### src/rtl/picosoc_bus_pkg.sv
// Shared types and constants for the PicoSoC two-master bus arbiter.
// Contents: bus widths, arbiter FSM state enum, master index type and
// the default read data returned on a watchdog-terminated transaction.
package picosoc_bus_pkg;

  localparam int unsigned ADDR_W = 32;
  localparam int unsigned DATA_W = 32;
  localparam int unsigned STRB_W = 4;

  localparam logic [DATA_W-1:0] TIMEOUT_RDATA_DEFAULT = 32'hDEAD_BEEF;

  typedef enum logic {
    StIdle = 1'b0,
    StBusy = 1'b1
  } arb_state_e;

  // Master 0 = CPU, master 1 = secondary master (loader/DMA).
  typedef logic mst_idx_t;

endpackage

### src/rtl/picosoc_rr_arb2.sv
// Combinational two-way arbiter pick.
// Ports:
//   req        - request vector, bit i = master i
//   last_grant - master that completed the most recent transaction
//   fixed_prio - 1: master 0 wins ties; 0: ties go to the master not in last_grant
//   gnt_id     - chosen master (only meaningful when gnt_vld)
//   gnt_vld    - at least one request present
module picosoc_rr_arb2
  import picosoc_bus_pkg::*;
(
  input  logic [1:0] req,
  input  mst_idx_t   last_grant,
  input  logic       fixed_prio,
  output mst_idx_t   gnt_id,
  output logic       gnt_vld
);

  always_comb begin
    gnt_vld = |req;
    gnt_id  = 1'b0;
    case (req)
      2'b01:   gnt_id = 1'b0;
      2'b10:   gnt_id = 1'b1;
      2'b11:   gnt_id = fixed_prio ? 1'b0 : ~last_grant;
      default: gnt_id = 1'b0;
    endcase
  end

endmodule

### src/rtl/picosoc_bus_arbiter.sv
// Two-master arbiter for the PicoSoC native memory bus.
// Shares one slave-side bus between master 0 (CPU) and master 1 (loader/DMA).
// A grant is held for a whole transaction; an IDLE cycle separates grants.
// A watchdog terminates transactions whose slave never raises s_ready.
// Ports:
//   clk, reset             - clock, synchronous active-high reset
//   m{0,1}_valid/addr/wdata/wstrb  - master requests
//   m{0,1}_ready/rdata     - master completion strobe and read data
//   s_valid/addr/wdata/wstrb       - request towards the address decoder
//   s_ready/rdata          - slave completion and read data
//   grant_id               - owning master (0 when not busy)
//   busy                   - transaction in progress
//   timeout_pulse          - one-cycle pulse when the watchdog terminates a transaction
module picosoc_bus_arbiter
  import picosoc_bus_pkg::*;
#(
  parameter int unsigned       TIMEOUT_CYCLES = 255,
  parameter logic [DATA_W-1:0] TIMEOUT_RDATA  = TIMEOUT_RDATA_DEFAULT,
  parameter bit                FIXED_PRIO     = 1'b0
) (
  input  logic              clk,
  input  logic              reset,

  input  logic              m0_valid,
  output logic              m0_ready,
  input  logic [ADDR_W-1:0] m0_addr,
  input  logic [DATA_W-1:0] m0_wdata,
  input  logic [STRB_W-1:0] m0_wstrb,
  output logic [DATA_W-1:0] m0_rdata,

  input  logic              m1_valid,
  output logic              m1_ready,
  input  logic [ADDR_W-1:0] m1_addr,
  input  logic [DATA_W-1:0] m1_wdata,
  input  logic [STRB_W-1:0] m1_wstrb,
  output logic [DATA_W-1:0] m1_rdata,

  output logic              s_valid,
  input  logic              s_ready,
  output logic [ADDR_W-1:0] s_addr,
  output logic [DATA_W-1:0] s_wdata,
  output logic [STRB_W-1:0] s_wstrb,
  input  logic [DATA_W-1:0] s_rdata,

  output logic              grant_id,
  output logic              busy,
  output logic              timeout_pulse
);

  // Watchdog counter keeps a 1-bit floor so a disabled watchdog still elaborates.
  localparam int unsigned WdW = (TIMEOUT_CYCLES == 0) ? 1 : $clog2(TIMEOUT_CYCLES + 1);
  localparam logic [WdW-1:0] WdLast = WdW'((TIMEOUT_CYCLES == 0) ? 0 : TIMEOUT_CYCLES - 1);

  arb_state_e     state_q, state_d;
  mst_idx_t       grant_q, grant_d;
  mst_idx_t       last_q, last_d;
  logic [WdW-1:0] wd_cnt_q, wd_cnt_d;

  mst_idx_t    arb_id;
  logic        arb_vld;
  logic        gnt_valid;
  logic        wd_expire;
  logic        done;
  logic        tmo;
  logic [DATA_W-1:0] resp_data;

  picosoc_rr_arb2 u_rr_arb2 (
    .req        ({m1_valid, m0_valid}),
    .last_grant (last_q),
    .fixed_prio (FIXED_PRIO),
    .gnt_id     (arb_id),
    .gnt_vld    (arb_vld)
  );

  assign gnt_valid = grant_q ? m1_valid : m0_valid;
  assign wd_expire = (TIMEOUT_CYCLES != 0) && (wd_cnt_q == WdLast);

  always_ff @(posedge clk) begin
    if (reset) begin
      state_q  <= StIdle;
      grant_q  <= 1'b0;
      last_q   <= 1'b1;
      wd_cnt_q <= '0;
    end else begin
      state_q  <= state_d;
      grant_q  <= grant_d;
      last_q   <= last_d;
      wd_cnt_q <= wd_cnt_d;
    end
  end

  always_comb begin
    state_d  = state_q;
    grant_d  = grant_q;
    last_d   = last_q;
    wd_cnt_d = wd_cnt_q;
    s_valid  = 1'b0;
    done     = 1'b0;
    tmo      = 1'b0;

    unique case (state_q)
      StIdle: begin
        wd_cnt_d = '0;
        if (arb_vld) begin
          grant_d = arb_id;
          state_d = StBusy;
        end
      end
      StBusy: begin
        if (!gnt_valid) begin
          // Master withdrew its request: drop it silently, keep round-robin history.
          state_d  = StIdle;
          wd_cnt_d = '0;
        end else if (s_ready) begin
          // Slave response beats a coincident watchdog expiry.
          s_valid  = 1'b1;
          done     = 1'b1;
          last_d   = grant_q;
          state_d  = StIdle;
          wd_cnt_d = '0;
        end else if (wd_expire) begin
          done     = 1'b1;
          tmo      = 1'b1;
          last_d   = grant_q;
          state_d  = StIdle;
          wd_cnt_d = '0;
        end else begin
          s_valid  = 1'b1;
          wd_cnt_d = wd_cnt_q + WdW'(1);
        end
      end
      default: state_d = StIdle;
    endcase
  end

  assign busy          = (state_q == StBusy);
  assign grant_id      = busy & grant_q;
  assign timeout_pulse = tmo;

  assign resp_data = tmo ? TIMEOUT_RDATA : s_rdata;
  assign m0_ready  = done & ~grant_q;
  assign m1_ready  = done & grant_q;
  assign m0_rdata  = m0_ready ? resp_data : '0;
  assign m1_rdata  = m1_ready ? resp_data : '0;

  always_comb begin
    s_addr  = '0;
    s_wdata = '0;
    s_wstrb = '0;
    if (busy) begin
      s_addr  = grant_q ? m1_addr  : m0_addr;
      s_wdata = grant_q ? m1_wdata : m0_wdata;
      s_wstrb = grant_q ? m1_wstrb : m0_wstrb;
    end
  end

endmodule

### config.mk
export PLATFORM = sky130hd
export DESIGN_NAME = picosoc_bus_arbiter
export DESIGN_NICKNAME = d
export VERILOG_FILES = /design/src/rtl/picosoc_bus_pkg.sv /design/src/rtl/picosoc_rr_arb2.sv /design/src/rtl/picosoc_bus_arbiter.sv
export SDC_FILE = /design/constraint.sdc
export NUM_CORES = 1
export LEC_CHECK = 0
export BUFFER_PORTS_ARGS = -buffer_cell sky130_fd_sc_hd__buf_2
export CORE_AREA = 3 3 120 122
export CTS_BUF_LIST = sky130_fd_sc_hd__clkbuf_8 sky130_fd_sc_hd__clkbuf_16
export DETAILED_ROUTE_END_ITERATION = 10
export DIE_AREA = 0 0 123 125
export PLACE_DENSITY = 0.52
export SYNTH_ARGS = -nofsm -noshare
export SYNTH_HDL_FRONTEND = slang
export SYNTH_HIERARCHICAL = 1
export SYNTH_SLANG_ARGS = --single-unit
### constraint.sdc
create_clock -name clk -period 1.9 [get_ports clk]
set_clock_uncertainty 0.15 [all_clocks]
set_input_delay 0.19 -clock clk [delete_from_list [all_inputs] [get_ports clk]]
set_output_delay 0.19 -clock clk [all_outputs]
set_load 0.01 [all_outputs]
-- After elaboration in Yosys (flattened, before gate mapping)
Cells that the tools add are included.
- output and inout bits: 138
- input bits: 173
- logic and storage cells: 50
- flip-flop bits (word level): 11
- equality and inequality tests: 3
- bitwise gates (word level): 6
- $add $sub $neg: 1
- multiplexer cells: 32
- reduce and logical (&&, ||, !) cells: 4
- operator list (operator ; number):
    two-way mux 32 bit ; 7
    two-way mux 8 bit ; 3
    two-way mux 1 bit ; 17
    one-hot mux 8 bit (2 select lines) ; 1
    adder 8 x 1 -> 8 bit (second input constant) ; 1
    equality test 8 bit (second input constant) ; 1
    two-way mux 4 bit ; 2
    equality test 2 bit (second input constant) ; 2
    one-hot mux 1 bit (2 select lines) ; 2
    bitwise AND 1 bit ; 3
    NOT 1 bit ; 3
    AND reduction 3 bit ; 1
    AND reduction 2 bit ; 1
    nonzero test 2 bit ; 1
    OR reduction 2 bit ; 1

-- Depth between registers and ports, before layout
Gate-level depths: netlist of run 1.
- word-level depth: 7
- gate-level depth with buffers: 7
- mapped depth without buffers: 5

-- Cells and area by module
The synthesis of run 1 kept the hierarchy.
- modules (own cells, without submodules) (module ; sequential area each (um^2) ; times used ; cells each ; area each (um^2)):
    picosoc_bus_arbiter ; 220.2 ; 1 ; 284 ; 2326.0
    picosoc_rr_arb2 ; 0.0 ; 1 ; 3 ; 17.5

-- Worst setup path after synthesis of run 1
OpenSTA, ideal clock, no wires.
- path kind: register to output
- start point: reg wd_cnt_q[3]
- end point: out m1_rdata[18]
- data required time: 1.560 ns
- path buffers: 1
- cell stages (with the launch flop): 6
- path slack: 0.085 ns
- arrival: 1.475 ns
- cell sequence: dfxtp_1 -> and4_4 -> a41oi_4 -> nor3b_4 -> buf_6 -> o21a_1
- longest elaborated chain between the ends: 7
- ends and longest elaborated chain (element ; RTL line ; source):
    start: declaration ; picosoc_bus_arbiter.sv:57 ; logic [WdW-1:0] wd_cnt_q, wd_cnt_d;
    start signal: assignment ; picosoc_bus_arbiter.sv:88 ; wd_cnt_q <= wd_cnt_d;
    equality test 8 bit ; picosoc_bus_arbiter.sv:76 ; assign wd_expire = (TIMEOUT_CYCLES != 0) && (wd_cnt_q == WdLast);
    two-way mux 1 bit ; picosoc_bus_arbiter.sv:121 ; end else if (wd_expire) begin
    two-way mux 1 bit ; picosoc_bus_arbiter.sv:114 ; end else if (s_ready) begin
    two-way mux 1 bit ; picosoc_bus_arbiter.sv:110 ; if (!gnt_valid) begin
    two-way mux 1 bit ; picosoc_bus_arbiter.sv:101 ; unique case (state_q)
    bitwise AND 1 bit ; picosoc_bus_arbiter.sv:142 ; assign m1_ready = done & grant_q;
    named net m1_ready ; picosoc_bus_arbiter.sv:32 ; output logic m1_ready,
    two-way mux 32 bit ; picosoc_bus_arbiter.sv:144 ; assign m1_rdata = m1_ready ? resp_data : '0;
    end: declaration ; picosoc_bus_arbiter.sv:36 ; output logic [DATA_W-1:0] m1_rdata,
The timed path passes the listed nets, and every way through them passes these cells.

-- Worst setup path after layout of run 1
- start point: reg wd_cnt_q[3]
- end point: out m1_rdata[15]
- longest elaborated chain between the ends: 7
- ends and longest elaborated chain (element ; RTL line):
    equality test 8 bit (*) ; picosoc_bus_arbiter.sv:76
    two-way mux 1 bit (*) ; picosoc_bus_arbiter.sv:121
    two-way mux 1 bit ; picosoc_bus_arbiter.sv:114
    two-way mux 1 bit ; picosoc_bus_arbiter.sv:110
    two-way mux 1 bit ; picosoc_bus_arbiter.sv:101
    two-way mux 32 bit / bitwise AND 1 bit (equally long branches) ; picosoc_bus_arbiter.sv:140, picosoc_bus_arbiter.sv:142
    two-way mux 32 bit (*) ; picosoc_bus_arbiter.sv:144
Mark *: on every way between the ends. The rest lies on a longest branch, timed or not.

==> results of run 1 <==
==> area by class of cell <==
class	instances	area share, %
antenna	1	0.0528
timing repair buffer	349	46.0
clock buffer	3	1.58
inverter	1	0.0792
tap	176	4.65
sequential	11	4.83
clock inverter	1	0.0792
multi-input combinational	249	42.7
==> metrics by stage <==
stage | power (mW) | instance area [um2] | hold slack, ns
after floorplan | 0.611 | 2340 | 0.109
after global placement | 0.998 | 4150 | 0.256
after detailed placement | 1.01 | 4150 | 0.258
after CTS | 1.42 | 4410 | 0.0127
after global routing | 1.54 | 4730 | 0.0312
final | 1.45 | 4740 | 0.0167
==> Yosys cell counts <==
master / number / area (um2)
xor2_1: 3 / 26.3
o21a_1: 48 / 360
nand2_1: 4 / 15.0
buf_4: 5 / 37.5
inv_1: 1 / 3.75
nor3b_4: 1 / 18.8
xnor2_1: 3 / 26.3
nor2b_1: 68 / 425
nor3_2: 1 / 10.0
nor3_1: 2 / 10.0
clkbuf_1: 8 / 30.0
ha_1: 2 / 25.0
dfxtp_1: 11 / 220
buf_6: 4 / 45.0
nor2_2: 7 / 43.8
a21oi_1: 1 / 5.00
nand3_1: 2 / 10.0
nand2_8: 1 / 20.0
a41oi_4: 1 / 27.5
nor2_4: 1 / 11.3
nor3b_2: 1 / 12.5
and4_1: 1 / 8.76
nand4_1: 1 / 6.26
or3b_1: 2 / 17.5
mux2_2: 1 / 11.3
nor3_4: 1 / 16.3
nor2_1: 3 / 11.3
nand3b_1: 1 / 7.51
mux2i_1: 68 / 681
buf_2: 9 / 45.0
and4_4: 1 / 11.3
o21ai_1: 3 / 15.0
and2_1: 18 / 113
or2_1: 1 / 6.26
nand2b_1: 1 / 6.26
conb_1: 1 / 3.75
==> cell families after synthesis <==
| logic type | after synthesis | synth area share [%] |
|---|---|---|
| AO/OA/AOI/OAI | 53 | 17.4 |
| other | 1 | 0.160 |
| XOR/XNOR | 6 | 2.24 |
| buffers and inverters | 27 | 6.89 |
| AND/OR/NAND/NOR | 118 | 33.3 |
| flip-flops | 11 | 9.40 |
| multiplexers | 69 | 29.5 |
| adder cells (fa/ha/maj) | 2 | 1.07 |
==> per-layer routing <==
metal | up-vias | share of wire, % | global-route usage (%)
li1 | 1640 | - | -
met1 | 1486 | 36 | 15.1
met2 | 173 | 54 | 27.1
met3 | 12 | 8.1 | 2.26
met4 | 2 | 1.5 | 3.26
met5 | - | 0.058 | 0
==> worst max-delay path, cell delays in order, from the launching register on <==
cell,delay (ns)
dfxtp_2,0.32
and4_4,0.25
nand4_1,0.18
nor3_4,0.20
buf_6,0.17
clkbuf_16,0.15
o21a_1,0.11
buf_2,0.12
==> what timing repair did <==
action / 4_1_cts / 5_1_grt
cloned: 3 / 7
setup endpoints to repair: 85 / 97
buffers inserted: 7 / 7
resized for setup: 15 / 23
pin swaps: 2 / 4
==> state kept, by name (all words and copies together), names as in the netlist <==
name and count:
busy 1, grant_q 1, last_q 1, wd_cnt_q 8
==> worst paths after layout <==
kind	startpoint	endpoint	slack [ns]	cells after the start
setup reg to reg	wd_cnt_q[3]	wd_cnt_q[3]	0.09	6
hold reg to reg	wd_cnt_q[0]	wd_cnt_q[0]	0.36	2
setup / recovery	wd_cnt_q[3]	m1_rdata[15]	-0.16	7
hold / removal	reset	grant_q	0.02	2
==> power breakdown <==
part / leakage, nW / switching [mW] / internal, mW
sequential: 0.0916 / 0.00736 / 0.237
combinational: 2.30 / 0.388 / 0.444
clock: 0.0423 / 0.0984 / 0.276
total: 2.44 / 0.493 / 0.956
==> layout by cell type (no fill, tap or decap), drive strengths merged, types with 4 or more instances in the layout <==
| cell | n |
|---|---|
| and2 | 18 |
| buf | 344 |
| clkbuf | 8 |
| dfxtp | 11 |
| mux2i | 68 |
| nand2 | 5 |
| nor2 | 11 |
| nor2b | 68 |
| nor3 | 4 |
| o21a | 48 |
==> results_dict.tcl, run 1 <==
set metrics [dict create \
    power_density_nw_per_um2 306 \
    maxCapViolCount 0 \
    tns_ns -6.90 \
    postSynthCellCount 287 \
    fp.dieW_um 123 \
    grt_pass1_vias 3314 \
    cp.required_ns 1.56 \
    core_um2 13300 \
    ant_nets 0 \
    totalWireLength_um 12100 \
    rsz0062_at_grt "true" \
    layout_setup_ws_ns -0.164 \
    status "finished with violations" \
    grt_pass1_wl_um 17200 \
    clock_sinks 11 \
    fin_cells 791 \
    grt_antenna_before_repair 1 \
    die_area_um2 15400 \
    grt_start_max_net_pins 73 \
    drtIter0Drc 52 \
    netlist_area_um2 2340 \
    multi_input_area_um2 2020 \
    syn_nets 462 \
    ctsHoldBuffers 0 \
    clkTransAtPathRegs_ns 0.04 \
    regArea_um2 229 \
    ys_ff_latch 11 \
    firstDrtPassIters 4 \
    cp.arrival_ns 1.72 \
    clk_latency_ns 0.24 \
    violations "negative setup slack" \
    grt_usage_pct 13.8 \
    finalCriticalPeriod_ns 2.06 \
    hold_class "in -> reg" \
    dieHeight_um 125 \
    hold_viol_final 0 \
    row_count 42 \
    syn2layout_area_growth_pct 102 \
    viasPerCell 4.19 \
    htree_levels 1 \
    start_kind "register" \
    clk_path_buf_depth 2 \
    numCtsBuffers 3 \
    place_inst 763 \
    syn-mean-instance-area_um2 8.17 \
    clockRootBuffer "clkbuf_16" \
    setup-violations-final 49 \
    fin_nets 790 \
    gp_congestion 0.798 \
    power_leakage_nw 2.44 \
    preCtsSetupSlack_ns 0.0128 \
    timing_worst_setup_path_type "reg -> out" \
    vias 3313 \
    synth-seq-area-share_pct 9.40 \
    end_kind "output pin" \
    portBuffers 310 \
    fill_cells 1409 \
    yosysWarningCount 6 \
    cts_tree "built" \
    synthDistinctLibCells 36 \
    fin_crit_sh_pct 109 \
    vdd.ir_drop.worst_mv 0.178 \
    drive_gt1_share_pct 62.5 \
    final_util_pct 35.6 \
    critPathMaxFanout 6 \
    slew_violations 0 \
    start_util_pct 17.6 \
    fmax_ghz 0.485 \
    ios 311 \
    drc_errors 0 \
    grt_overflow 0 \
    dp_hpwl_um 9690 \
    wl_per_cell_um 15.3 \
]
Note: power is estimated with default switching activity, not from simulation.
==> run 2, diff against run 1 <==
--- a/config.mk
+++ b/config.mk
@@ -6,12 +6,12 @@
 export NUM_CORES = 1
 export LEC_CHECK = 0
 export BUFFER_PORTS_ARGS = -buffer_cell sky130_fd_sc_hd__buf_2
-export CORE_AREA = 3 3 120 122
+export CORE_AREA = 3 3 118 120
 export CTS_BUF_LIST = sky130_fd_sc_hd__clkbuf_8 sky130_fd_sc_hd__clkbuf_16
 export DETAILED_ROUTE_END_ITERATION = 10
-export DIE_AREA = 0 0 123 125
+export DIE_AREA = 0 0 121 123
 export PLACE_DENSITY = 0.52
+export SETUP_SLACK_MARGIN = 0.2
 export SYNTH_ARGS = -nofsm -noshare
 export SYNTH_HDL_FRONTEND = slang
-export SYNTH_HIERARCHICAL = 1
 export SYNTH_SLANG_ARGS = --single-unit
==> run 2 against run 1 <==
Sequential share of layout area is 0.41 points lower. Largest power group unchanged. Via count grew 11%. Synthesized area decreased by 2.3%. The flow still finishes with violations (negative setup slack). Combinational power increased by 28%. Maximum frequency is 3.7% higher. Highest routed layer is now met4.
==> results_dict.tcl, run 2 <==
set metrics [dict create \
    netlist_area_um2 2290 \
    clkTransAtPathRegs_ns 0.04 \
    violations "negative setup slack" \
    wl_per_cell_um 16.5 \
    drtIter0Drc 135 \
    holdPathStages 2 \
    p_sw_share_pct 35.9 \
    hold_viol_final 0 \
    dp_hpwl_um 9360 \
    cp.arrival_ns 1.65 \
    yosys-top-cells-count "mux2i_1 (68), nor2b_1 (68), a21oi_1 (53)" \
    max-slew-margin-rel_pct 72.2 \
    postSynthCellCount 326 \
    synthSimpleGateAreaFrac_pct 35.8 \
    r2r_end "busy" \
    gp_congestion 0.817 \
    maxCapViolCount 0 \
    vdd.ir_drop.worst_mv 0.236 \
    drive_gt1_share_pct 65.9 \
    viasPerCell 4.39 \
    portBuffers 310 \
    grt_antenna_before_repair 0 \
    drc_errors 0 \
    synth_xor_area_share_pct 1.15 \
    clk_path_buf_depth 2 \
    cp.required_ns 1.56 \
    syn-mean-instance-area_um2 7.02 \
    fill_cells 1350 \
    ys_ff_latch 11 \
    power_density_nw_per_um2 320 \
    syn_nets 501 \
    synth-seq-area-share_pct 9.62 \
    dieHeight_um 123 \
    final_common_cell "buf_2" \
    pwr-share-comb_pct 62.7 \
    holdPathEnd "grant_q" \
    grt_pass1_wl_um 18700 \
    synthDistinctLibCells 33 \
    setup-violations-final 49 \
    place_inst 792 \
    critPathMaxFanout 7 \
    grt_start_max_net_pins 70 \
    netSwitchingPower_mw 0.605 \
    hold_class "in -> reg" \
    grt_overflow 0 \
    post_dp_cell_area_um2 4030 \
    end_kind "output pin" \
    synth_edf_count 0 \
    vias 3667 \
    seq_power_share_pct 14.5 \
    fp.dieW_um 121 \
    start_kind "register" \
    fin_crit_sh_pct 105 \
    grt_pass1_vias 3396 \
    p_clk_share_pct 22.8 \
    async_flop_share_pct 0 \
    timing_worst_setup_path_type "reg -> out" \
    ant_nets 0 \
    yosys_most_used_dff "dfxtp_1" \
    grt_usage_pct 16.1 \
    reg2regPathDepth 4 \
    whs_ns 0.0542 \
    power_leakage_nw 2.60 \
    final_cell_area_um2 5260 \
    regMostFlops "wd_cnt_q" \
    fin_cells 835 \
    synth_compound_area_share_pct 14.7 \
    layout_setup_ws_ns -0.0897 \
    clockRootBuffer "clkbuf_16" \
    fin_nets 835 \
    largest_reg_flops 8 \
    n_antenna_cell 0 \
    synth_top_area_share_pct 29.7 \
    synth_top_cell_by_area "mux2i_1" \
    syn2layout_area_growth_pct 130 \
    finalCriticalPeriod_ns 1.99 \
    numCtsBuffers 3 \
    rsz0062_at_grt "true" \
    yosys-top-cells-area "mux2i_1 (30%), nor2b_1 (19%), a21oi_1 (12%), dfxtp_1 (9.6%), and3_1 (4.9%)" \
    final_cell_mix "buf_2 (292), nor2b_1 (68), mux2i_1 (59)" \
    htree_levels 1 \
    firstDrtPassIters 4 \
    reg2reg_from "grant_q" \
    intPower_mw 1.08 \
    status "finished with violations" \
    worst_slew_pin_slew_ns 0.416 \
    synth_top_family_by_area "simple AND/OR/NAND/NOR gates" \
    core_um2 13100 \
    row_count 42 \
    cts_tree "built" \
    clock_sinks 11 \
    slew_violations 0 \
    synth_fa_ha_area_share_pct 1.09 \
    totalWireLength_um 13800 \
    ios 311 \
    r2r_setup_slack_ns 0.26 \
    muxShareOfSynthArea_pct 30.2 \
    fmax_ghz 0.503 \
    final_util_pct 40.2 \
    die_area_um2 14900 \
    hold_start "reset" \
    preCtsSetupSlack_ns 0.149 \
    start_util_pct 17.5 \
    ctsHoldBuffers 0 \
    clk_latency_ns 0.24 \
    yosysWarningCount 0 \
]
[run 2: cell type report]
type | instances | area [um2] | share of cell area [%]
Sequential cell | 11 | 233 | 4.42
Clock inverter | 1 | 3.75 | 0.0713
Inverter | 4 | 15.0 | 0.285
Tap cell | 176 | 220 | 4.18
Timing Repair Buffer | 359 | 2480 | 47.1
Multi-Input combinational cell | 281 | 2240 | 42.5
Clock buffer | 3 | 75.1 | 1.43
[run 2: power by group through the flow]
stage	Clock, mW	Combinational, mW	Sequential (mW)
2_1_floorplan	0	0.424	0.248
3_3_place_gp	0	0.804	0.257
3_5_place_dp	0	0.805	0.257
4_1_cts	0.387	0.975	0.244
5_1_grt	0.412	1.14	0.246
6_report	0.384	1.06	0.245
[run 2: worst max-delay path, cell delays in order (launching register included)]
cell and delay, ns:
dfxtp_2 0.36, ha_4 0.14, and3_4 0.20, nand3_4 0.12, buf_4 0.17, buf_12 0.13
a21oi_1 0.14, buf_2 0.16
[run 2: kinds of logic after synthesis]
family | count (synthesis)
buffers and inverters | 35
AOI/OAI and AO/OA | 63
DFF | 11
and+or+nand+nor | 143
adders and majority gates | 2
muxes | 69
xor gates and xnor gates | 3
[run 2: worst max-delay path by stage]
stage                     slack (ns)   startpoint  depth (start not counted)      endpoint
after floorplan                 0.23  wd_cnt_q[0]                          6  m1_rdata[18]
after global placement          0.17  wd_cnt_q[0]                          7  m1_rdata[18]
after detailed placement        0.15  wd_cnt_q[0]                          7   m0_rdata[1]
after CTS                      -0.05  wd_cnt_q[0]                          8   m1_rdata[9]
after global routing           -0.16  wd_cnt_q[0]                          8  m1_rdata[25]
final                          -0.09  wd_cnt_q[1]                          7  m1_rdata[25]
[run 2: per-stage QoR]
stage	setup TNS, ns	power [mW]
final	-2.46	1.68
after global routing	-5.99	1.79
after CTS	-1.46	1.61
after detailed placement	0	1.06
after global placement	0	1.06
after floorplan	0	0.672
[run 2: what timing repair did]
action                                  in CTS  in global routing
gates cloned                                12                  5
resized for setup                           75                 59
setup buffers                               16                  6
endpoints found under the setup margin     123                137
pin swaps                                   18                  6
[run 2: routing by layer]
layer  up-vias  part of all wire, %  GRT usage (%)  wire (um)
li1       1820                    -              -          -
met4         0                  1.3           2.55        182
met3        13                  8.1           2.88       1120
met5         -                    0              0          0
met1      1634                   40           18.9       5550
met2       200                   50           30.7       6940
==> run 3, diff against run 2 <==
--- a/config.mk
+++ b/config.mk
@@ -11,6 +11,7 @@
 export DETAILED_ROUTE_END_ITERATION = 10
 export DIE_AREA = 0 0 121 123
 export PLACE_DENSITY = 0.52
+export RECOVER_POWER = 100
 export SETUP_SLACK_MARGIN = 0.2
 export SYNTH_ARGS = -nofsm -noshare
 export SYNTH_HDL_FRONTEND = slang
==> run 3 against run 2 <==
The run still ends with negative setup slack left. Global-route usage did not move. Maximum frequency up 0.25%. Sequential share of layout area barely moved. Final cell count unchanged. Setup slack improved by 0.0050 ns. Sequential power hardly changed. Utilization decreased by 0.29 points. Wire length about the same. Critical endpoint unchanged. Largest power group unchanged. Combinational power about the same. Design area fell by 0.71%. Clock power hardly changed.
==> results_dict.tcl, run 3 (same netlist as run 2, synthesis figures left out) <==
set metrics [dict create \
    status "finished with violations" \
    violations "negative setup slack" \
    syn2layout_area_growth_pct 128 \
    gp_congestion 0.817 \
    setup-violations-final 55 \
    maxCapViolCount 0 \
    rsz0062_at_grt "true" \
    finalCriticalPeriod_ns 1.98 \
    grt_usage_pct 16.1 \
    largest_reg_flops 8 \
    worst_slew_pin_slew_ns 0.409 \
    fin_crit_sh_pct 104 \
    clkTransAtPathRegs_ns 0.04 \
    cp.required_ns 1.56 \
    hold_class "in -> reg" \
    vias 3704 \
    power_density_nw_per_um2 320 \
    clock_sinks 11 \
    grt_overflow 0 \
    start_util_pct 17.5 \
    dp_hpwl_um 9360 \
    fp.dieW_um 121 \
    reg2regPathDepth 4 \
    final_cell_mix "buf_2 (289), nor2b_1 (68), mux2i_1 (59)" \
    path_cells "ha_4 -> and3_4 -> nand3_4 -> buf_4 -> buf_12 -> a21oi_1 -> buf_2" \
    drc_errors 0 \
    drtIter0Drc 148 \
    die_area_um2 14900 \
    start_kind "register" \
    n_antenna_cell 0 \
    grt_start_max_net_pins 70 \
    clockRootBuffer "clkbuf_16" \
    htree_levels 1 \
    holdPathStages 2 \
    core_um2 13100 \
    final_common_cell "buf_2" \
    slew_violations 0 \
    ctsHoldBuffers 0 \
    clk_path_buf_depth 2 \
    totalWireLength_um 13800 \
    max-slew-margin-rel_pct 72.7 \
    fmax_ghz 0.504 \
    regMostFlops "wd_cnt_q" \
    critical_path.max_stage_delay_ns 0.36 \
    grt_pass1_vias 3396 \
    ant_nets 0 \
    preCtsSetupSlack_ns 0.149 \
    fin_nets 835 \
    ios 311 \
    row_count 42 \
    grt_antenna_before_repair 0 \
    dieHeight_um 123 \
    cp.arrival_ns 1.64 \
    firstDrtPassIters 4 \
    power_mw 1.67 \
    drive_gt1_share_pct 65.1 \
    end_kind "output pin" \
    hold_viol_final 0 \
    portBuffers 310 \
    wl_per_cell_um 16.5 \
    grt_pass1_wl_um 18700 \
    cts_tree "built" \
    clk_latency_ns 0.24 \
    layout_setup_ws_ns -0.0847 \
    critPathMaxFanout 7 \
    vdd.ir_drop.worst_mv 0.235 \
    cpMaxStageDelayCell "dfxtp_2" \
    numCtsBuffers 3 \
    power_leakage_nw 2.59 \
    timing_worst_setup_path_type "reg -> out" \
    viasPerCell 4.44 \
]
[run 3: cell count changes in the layout (fill, tap and decap cells not counted), sizes merged]
cell,change
buf,-4
clkbuf,+4
[run 3: final timing paths]
check              startpoint      endpoint  slack, ns
setup / recovery  wd_cnt_q[1]  m1_rdata[25]      -0.08
hold / removal          reset       grant_q       0.07
setup reg to reg      grant_q          busy       0.18
hold reg to reg   wd_cnt_q[6]   wd_cnt_q[6]       0.36
[run 3: critical path, delay by kind of cell (launching register included)]
family / cells / cell delay (ns)
AO/OA/AOI/OAI: 1 / 0.13
flip-flops: 1 / 0.36
buffers and inverters: 3 / 0.46
AND/OR/NAND/NOR: 2 / 0.32
adder cells (fa/ha/maj): 1 / 0.14
[run 3: metal layers]
metal / up-vias / track usage, % / wire length [um]
li1: 1824 / - / -
met1: 1667 / 18.9 / 5540
met4: 0 / 2.55 / 189
met3: 14 / 2.88 / 1110
met2: 199 / 30.7 / 6950
met5: - / 0 / 0
[run 3: report_power, final]
| group | leakage [nW] | internal [mW] | switching [mW] |
|---|---|---|---|
| sequential | 0.0918 | 0.239 | 0.00642 |
| clock | 0.0423 | 0.277 | 0.107 |
| combinational | 2.46 | 0.556 | 0.490 |
| total | 2.59 | 1.07 | 0.604 |
[run 3: layout make-up]
| type | instances | area (um2) |
|---|---|---|
| multi-input cells | 281 | 2220 |
| repair buffers | 359 | 2460 |
| flip-flops and latches | 11 | 229 |
| clock buffers | 3 | 75.1 |
| inverters | 4 | 15.0 |
| clock inverters | 1 | 3.75 |
| fillers | 1356 | 7860 |
| well taps | 176 | 220 |
[run 3: through the flow]
stage / cell area (um2) / std cells / util (%) / hold WS, ns / setup TNS [ns]
6_report: 5230 / 835 / 39.9 / 0.0701 / -2.52
2_1_floorplan: 2290 / 326 / - / 0.109 / 0
5_1_grt: 5230 / 835 / 39.9 / 0.0774 / -9.19
3_3_place_gp: 4030 / 792 / 30.8 / 0.297 / 0
3_5_place_dp: 4030 / 792 / 30.8 / 0.289 / 0
4_1_cts: 4820 / 824 / 36.8 / 0.0430 / -1.46
[run 3: what timing repair did]
| action | CTS | global route |
|---|---|---|
| endpoints found under the hold margin | 0 | 0 |
| gates resized for setup | 75 | 59 |
| pin swaps | 18 | 6 |
| setup buffers | 16 | 6 |
| cloned | 12 | 5 |
| setup endpoints to repair | 123 | 137 |
